`src/rtl/mux_2x1_arbiter.sv`:
```
// Two-way round-robin arbiter producing a registered one-hot grant and mux select.
// Latency: request sampled at edge N yields grant in cycle N+1; grant handoffs take one edge.
// Backpressure: requests are levels held until served; optional MUX_ARB_GRANT_CNT_EN adds grant counters.
module mux_2x1_arbiter #(
  parameter int MAX_HOLD = 4,
  parameter int HOLD_W   = 3
) (
  input  logic       clk,
  input  logic       reset_b,
  input  logic       req_a,
  input  logic       req_b,
  output logic       gnt_a,
  output logic       gnt_b,
  output logic       select,
  output logic       busy
`ifdef MUX_ARB_GRANT_CNT_EN
  ,
  output logic [7:0] gnt_cnt_a,
  output logic [7:0] gnt_cnt_b
`endif
);

  typedef enum logic [1:0] {
    IDLE  = 2'd0,
    GNT_A = 2'd1,
    GNT_B = 2'd2
  } state_t;

  // Hold count value at which a contended grant must be handed over.
  localparam logic [HOLD_W-1:0] HOLD_LAST = HOLD_W'(MAX_HOLD - 1);

  state_t            state_q, state_d;
  logic [HOLD_W-1:0] hold_cnt_q, hold_cnt_d;
  logic              last_a_q, last_a_d;  // 1: A was granted most recently
  logic              enter_a, enter_b;

  // Next-state selection: round-robin tie break in IDLE, release or forced handoff while granted.
  always_comb begin
    state_d = state_q;
    case (state_q)
      IDLE: begin
        if (req_a && req_b) state_d = last_a_q ? GNT_B : GNT_A;
        else if (req_a)     state_d = GNT_A;
        else if (req_b)     state_d = GNT_B;
      end
      GNT_A: begin
        if (!req_a)                            state_d = req_b ? GNT_B : IDLE;
        else if (req_b && hold_cnt_q == HOLD_LAST) state_d = GNT_B;
      end
      GNT_B: begin
        if (!req_b)                            state_d = req_a ? GNT_A : IDLE;
        else if (req_a && hold_cnt_q == HOLD_LAST) state_d = GNT_A;
      end
      default: state_d = IDLE;
    endcase
  end

  // Grant-entry detection, hold counter and round-robin history updates.
  always_comb begin
    enter_a    = (state_d == GNT_A) && (state_q != GNT_A);
    enter_b    = (state_d == GNT_B) && (state_q != GNT_B);
    hold_cnt_d = hold_cnt_q;
    last_a_d   = last_a_q;
    if (enter_a || enter_b) begin
      hold_cnt_d = '0;
    end else if (state_d == IDLE) begin
      hold_cnt_d = '0;
    end else if (hold_cnt_q != HOLD_LAST) begin
      // Saturate so an uncontended holder can be displaced one edge after the other side asks.
      hold_cnt_d = hold_cnt_q + HOLD_W'(1);
    end
    if (enter_a) last_a_d = 1'b1;
    if (enter_b) last_a_d = 1'b0;
  end

  // State, history and registered outputs; select keeps its value while idle.
  always_ff @(posedge clk or negedge reset_b) begin
    if (!reset_b) begin
      state_q    <= IDLE;
      hold_cnt_q <= '0;
      last_a_q   <= 1'b0;
      gnt_a      <= 1'b0;
      gnt_b      <= 1'b0;
      select     <= 1'b0;
      busy       <= 1'b0;
    end else begin
      state_q    <= state_d;
      hold_cnt_q <= hold_cnt_d;
      last_a_q   <= last_a_d;
      gnt_a      <= (state_d == GNT_A);
      gnt_b      <= (state_d == GNT_B);
      busy       <= (state_d != IDLE);
      if (state_d == GNT_A)      select <= 1'b1;
      else if (state_d == GNT_B) select <= 1'b0;
    end
  end

`ifdef MUX_ARB_GRANT_CNT_EN
  logic [7:0] gnt_cnt_a_q, gnt_cnt_b_q;

  // Saturating per-channel count of grant entries; a held grant counts once.
  always_ff @(posedge clk or negedge reset_b) begin
    if (!reset_b) begin
      gnt_cnt_a_q <= 8'd0;
      gnt_cnt_b_q <= 8'd0;
    end else begin
      if (enter_a && gnt_cnt_a_q != 8'hFF) gnt_cnt_a_q <= gnt_cnt_a_q + 8'd1;
      if (enter_b && gnt_cnt_b_q != 8'hFF) gnt_cnt_b_q <= gnt_cnt_b_q + 8'd1;
    end
  end

  assign gnt_cnt_a = gnt_cnt_a_q;
  assign gnt_cnt_b = gnt_cnt_b_q;
`endif

endmodule

```
`config.mk`:
```
export PLATFORM = sky130hd
export DESIGN_NAME = mux_2x1_arbiter
export DESIGN_NICKNAME = d
export VERILOG_FILES = /design/src/rtl/mux_2x1_arbiter.sv
export SDC_FILE = /design/constraint.sdc
export NUM_CORES = 1
export LEC_CHECK = 0
export BUFFER_PORTS_ARGS = -buffer_cell sky130_fd_sc_hd__buf_2
export CORE_AREA = 5 5 42 44
export DETAILED_ROUTE_END_ITERATION = 12
export DIE_AREA = 0 0 47 49
export HOLD_SLACK_MARGIN = 0.03
export SLEW_MARGIN = 20
export SYNTH_ARGS = -nofsm -noshare
export SYNTH_HDL_FRONTEND = slang
export SYNTH_SLANG_ARGS = --single-unit
```
`constraint.sdc`:
```
create_clock -name clk -period 3.1 [get_ports clk]
set_clock_uncertainty 0.05 [all_clocks]
set_input_delay 0.465 -clock clk [delete_from_list [all_inputs] [get_ports clk]]
set_output_delay 0.465 -clock clk [all_outputs]
set_load 0.02 [all_outputs]
```
### Yosys cells after proc, flatten, opt, wreduce, memory -nomap -nowiden

Cells that the tools add are included.

* bits of input ports: 4
* register bits after elaboration: 10

* eq/ne operators: 8
* reduce and logical (&&, ||, !) cells: 12
* muxes and demuxes: 18
* add/subtract/negate cells: 1

Operator list (number)
* $mux W2: 9
* $mux W3: 3
* $pmux W2 S3: 1
* $reduce_bool A2 Y1: 3
* $logic_and A1 B1 Y1: 5
* $mux W1: 5
* $eq A2 B1 Y1 const B: 2
* $eq A2 B2 Y1 const B: 2
* $logic_not A2 Y1: 2
* $add A3 B1 Y3 const B: 1
* $eq A3 B2 Y1 const B: 1
* $ne A3 B2 Y1 const B: 1
* $reduce_bool A3 Y1: 1
* $ne A2 B1 Y1 const B: 1
* $ne A2 B2 Y1 const B: 1
* $logic_or A1 B1 Y1: 1

### Logic depth before layout (Yosys ltp)

* depth in word-level cells: 9
* depth in mapped cells: 10

### Worst setup path after synthesis

No wires, ideal clock.

* kind: register to register
* start: reg hold_cnt_q[0]
* end: reg select
* cell stages (with the launch flop): 9
* path buffers: 1
* setup time: 125 ps
* path slack: 917 ps
* data arrival time: 2009 ps
* data required time: 2925 ps
* cell sequence: dfrtp_1 ha_1 ha_1 buf_6 mux2_4 o21ai_1 nand3_1 ha_1 mux2_2

* longest elaborated chain between the ends: 7
* elaborated cells between the ends (all ways): 12

RTL lines
* from (decl): RTL line 33 `logic [HOLD_W-1:0] hold_cnt_q, hold_cnt_d;`
* from (signal assigned): RTL line 88 `hold_cnt_q <= hold_cnt_d;`
* $eq A3 B2 Y1 (*): RTL line 48, 52
* $logic_and A1 B1 Y1 (on tied branches): RTL line 52, 48
* $mux W2 (on tied branches): RTL line 52, 48
* $mux W2 (on tied branches): RTL line 51, 47
* $pmux W2 S3 (*): RTL line 40 `case (state_q)`
* $eq A2 B1 Y1 or $eq A2 B2 Y1 (tied branches): RTL line 93, 94
* $mux W1 or $reduce_bool A2 Y1 (tied branches)
* to (signal assigned): RTL line 84 `select <= 1'b0;`
* to (signal assigned): RTL line 93 `if (state_d == GNT_A) select <= 1'b1;`
* to (signal assigned): RTL line 94 `else if (state_d == GNT_B) select <= 1'b0;`
* to (decl): RTL line 14 `output logic select,`

Every way passes the cells marked *; elsewhere a longest branch is shown, timed or not.
A chain may end at the register's enable or synchronous reset.

### Final worst setup path

* start: reg hold_cnt_q[0]
* end: reg hold_cnt_q[2]

* longest elaborated chain between the ends: 9
* elaborated cells between the ends (all ways): 20

RTL lines
* $eq A3 B2 Y1: RTL line 48, 52
* $logic_and A1 B1 Y1 (on tied branches): RTL line 52, 48
* $mux W2 (on tied branches): RTL line 52, 48
* $mux W2 (on tied branches): RTL line 51, 47
* $pmux W2 S3: RTL line 40
* $eq A2 B1 Y1 or $eq A2 B2 Y1 (tied branches): RTL line 60, 61
* $logic_and A1 B1 Y1 (on tied branches): RTL line 60, 61
* $logic_or A1 B1 Y1: RTL line 64 `if (enter_a || enter_b) begin`
* $reduce_bool A3 Y1 (no source line) or $mux W3 (tied branches)

Parallel ways exist; a longest one is shown, timed or not. The select of a mux whose other input is x is not followed.

==> impl_metrics.env <==
export IMPL_p_sw_share_pct=34.24
export IMPL_hold_viol_final=0
export IMPL_syn_num_nets=55
export IMPL_wire_length_of_the_first_global_routing_pass_mm=1.483
export IMPL_hold_crit_endpoint="state_q[0]$_DFF_PN0_"
export IMPL_num_fill_cells=141
export IMPL_fin_setup_tns_ps=0
export IMPL_die_w_um=47
export IMPL_drtAntennaViolNets=0
export IMPL_timing_setup_critical_path_class="reg2reg"
export IMPL_antenna_found_initial=0
export IMPL_port_buffers=7
export IMPL_average_wire_length_per_cell_after_detail_routing_um=12.17
export IMPL_timing_rr_start="hold_cnt_q[0]$_DFFE_PN0P_"
export IMPL_vdd_ir_drop_worst_uv=274.8
export IMPL_crit_top_cell="ha_1"
export IMPL_final_layout_size_suffix_gt1_share_pct=25.00
export IMPL_series_of_cell_instances_along_the_critical_path="ha_1, ha_1, mux2_4, o21ai_1, nand3_1, ha_1, a21o_1, a211oi_1"
export IMPL_fin_worst_hold_slack_ps=445.4
export IMPL_grt_pass1_vias=359
export IMPL_cp_max_fanout=6
export IMPL_reg2reg_to="hold_cnt_q[2]$_DFFE_PN0P_"
export IMPL_timing_critical_path_max_delay_family="adder cells"
export IMPL_wirelength_um=876
export IMPL_num_io_pins=8
export IMPL_min_period_ps=2360
export IMPL_timing_slew_headroom_pct=77.54
export IMPL_seq_area_frac_synth_pct=48.31
export IMPL_critical_path_buf_inv_count=0
export IMPL_pwr_share_clk_pct=24.1
export IMPL_worst_path_max_delay_cell="dfrtp_1"
export IMPL_largest_incremental_delay_on_the_critical_path_ps=390
export IMPL_hold_path_depth=2
export IMPL_drt_pre_antenna_iters=4
export IMPL_final_slew_violations=0
export IMPL_pwr_share_seq_pct=40.5
export IMPL_post_cts_hold_buffers=1
export IMPL_yosys_warnings=0
export IMPL_final_min_period_over_clock_period_pct=76.14
export IMPL_syn_instance_count=46
export IMPL_clockRootBuffer="clkbuf_4"
export IMPL_grt_overflow_total=0
export IMPL_crit_path_start_kind="flip-flop"
export IMPL_synthesis_area_um2=518.0
export IMPL_yosysUniqueCellTypes=22
export IMPL_rsz0062_at_grt="no"
export IMPL_outcome="finished, final reports clean"
export IMPL_design_core_area_um2=1401
export IMPL_cts_clk_slew_worst_paths_ps=70
export IMPL_final_net_count=66
export IMPL_ctsLongestPathBuffers=2
export IMPL_cts_repair_resize_count=0
export IMPL_die_height_um=49
export IMPL_syn_avg_cell_area_um2=11.26
export IMPL_numCtsBuffers=3
export IMPL_worst_ep_required_time_ps=3220
export IMPL_finalPower_uw=492.1
export IMPL_cts_tree="yes"
export IMPL_comb_power_share_pct=35.4
export IMPL_finalWeightedCongestion=0.6843
export IMPL_route_detailed_drc=0
export IMPL_cap_viol_max_count=0
export IMPL_initial_core_util_pct=36.96
export IMPL_global_route_usage_total_pct=9.104
export IMPL_crit_path_end_kind="flip-flop"
export IMPL_worst_slew_pin_transition_ps=337.0
export IMPL_die_area_um2=2303
export IMPL_intPower_uw=323.6
export IMPL_timing_hold_worst_start="req_a"
export IMPL_numClockSinks=10
export IMPL_dpl_cell_area_um2=556.8
export IMPL_h_tree_depth=1
export IMPL_timing_reg2reg_worst_path_depth=8
export IMPL_syn2layout_area_growth_pct=16.42
export IMPL_detailedRoute_firstIterationViolations=5
export IMPL_maximum_number_of_pins_on_one_net_before_global_route_repair=11
export IMPL_row_count=14
export IMPL_viasPerCell=5.056
export IMPL_synth_ff_latch_count=10
export IMPL_postCtsSetupBuffers=0
export IMPL_via_count=364
export IMPL_dp_hpwl_um=693.8
export IMPL_antennaDiodeCount=0
export IMPL_timing_critical_path_arrival_ps=2480
export IMPL_min_delay_path_class="in2reg"
export IMPL_power_leakage_uw=0.0003012
export IMPL_worst_skew_pair_later_pin_latency_ps=270
export IMPL_power_density_nw_per_um2=816.0
export IMPL_layout_cell_area_non_filler_um2=603.1
export IMPL_p_sw_uw=168.5
export IMPL_fmax_mhz=423.6
export IMPL_reg2reg_setup_slack_ps=740
export IMPL_setup_violations_final=0
## kinds of logic after synthesis
logic type               count (synthesis)  share of synthesized area (%)
AO/OA/AOI/OAI                           10                          11.84
XOR/XNOR                                 1                          1.691
adder cells (fa/ha/maj)                  5                          12.08
buffers and inverters                    5                          5.313
flip-flops                              10                          48.31
multiplexers                             4                          9.904
AND/OR/NAND/NOR                         11                          10.87
## sequential cells by signal (all words and copies together), names as in the netlist
register / flops
busy: 1
select: 1
hold_cnt_q: 3
last_a_q: 1
gnt_b: 1
state_q: 2
gnt_a: 1
## how the worst max path moves through the flow
stage / from / to / slack (ps) / cells past startpoint
floorplan: hold_cnt_q[0]$_DFFE_PN0P_ / select$_DFFE_PN0P_ / 920 / 8
finish: hold_cnt_q[0]$_DFFE_PN0P_ / hold_cnt_q[2]$_DFFE_PN0P_ / 740 / 8
global route: hold_cnt_q[0]$_DFFE_PN0P_ / hold_cnt_q[2]$_DFFE_PN0P_ / 580 / 9
global placement: hold_cnt_q[0]$_DFFE_PN0P_ / hold_cnt_q[1]$_DFFE_PN0P_ / 780 / 8
CTS: hold_cnt_q[0]$_DFFE_PN0P_ / hold_cnt_q[2]$_DFFE_PN0P_ / 710 / 8
detailed placement: hold_cnt_q[0]$_DFFE_PN0P_ / hold_cnt_q[2]$_DFFE_PN0P_ / 720 / 8
## layout make-up
class | count | area [um2] | area share [%]
timing repair buffer | 8 | 45.04 | 7.469
sequential | 10 | 250.2 | 41.49
clock buffer | 4 | 36.28 | 6.017
inverter | 3 | 11.26 | 1.867
multi-input combinational | 31 | 240.2 | 39.83
tap | 16 | 20.02 | 3.320
## synthesized netlist by cell type
cell type	number	area share, %
mux2_2	1	2.2
nand2b_1	1	1.2
nor2_1	2	1.4
buf_2	1	0.97
mux2_4	2	5.8
xor2_1	1	1.7
nor3_1	1	0.97
inv_1	3	2.2
a21oi_1	2	1.9
buf_6	1	2.2
dfrtp_1	10	48
and3_1	2	2.4
o22ai_1	1	1.2
o21ai_0	1	0.97
a211oi_1	3	4.3
nand3_1	2	1.9
ha_1	5	12
mux2i_1	1	1.9
nor3b_1	1	1.4
a21o_1	1	1.4
nand2_1	2	1.4
o21ai_1	2	1.9
## power by group through the flow
stage	Combinational [uW]	Sequential [uW]	Clock, uW
final	174	199	118
after global routing	193	203	128
after CTS	177	199	120
after detailed placement	177	201	0
after global placement	169	201	0
after floorplan	124	212	0
## worst register-to-register path: cells and delay by family (launching register included)
family	cells	cell delay [ps]
adders and majority gates	3	760
and+or+nand+nor	1	130
muxes	1	330
AOI/OAI and AO/OA	3	600
DFF	1	390
## metrics by stage
step	setup slack (ps)	utilization, %	instances
6_report	739.6	43.04	72
5_1_grt	582.8	43.04	72
4_1_cts	707.3	43.04	72
3_5_place_dp	722.7	39.73	67
3_3_place_gp	776.4	39.73	67
2_1_floorplan	916.6	-	46
## layer usage
metal / track usage, % / routed length, um / vias to the layer above
met5: 0 / 0 / -
met4: 8.295 / 31 / 0
met3: 1.476 / 40 / 4
met2: 13.35 / 423 / 10
met1: 10.66 / 382 / 168
li1: - / - / 182
## cells in the final DEF (no fill, tap or decap), types with 2 or more instances in the layout
master and count:
a211oi_1 3, a21oi_1 2, and3_1 2, buf_2 7
clkbuf_4 3, dfrtp_1 10, ha_1 5, inv_1 3
mux2_4 2, nand2_1 2, nand3_1 2, nor2_1 2
o21ai_1 2
Note: power is estimated with default switching activity, not from simulation.
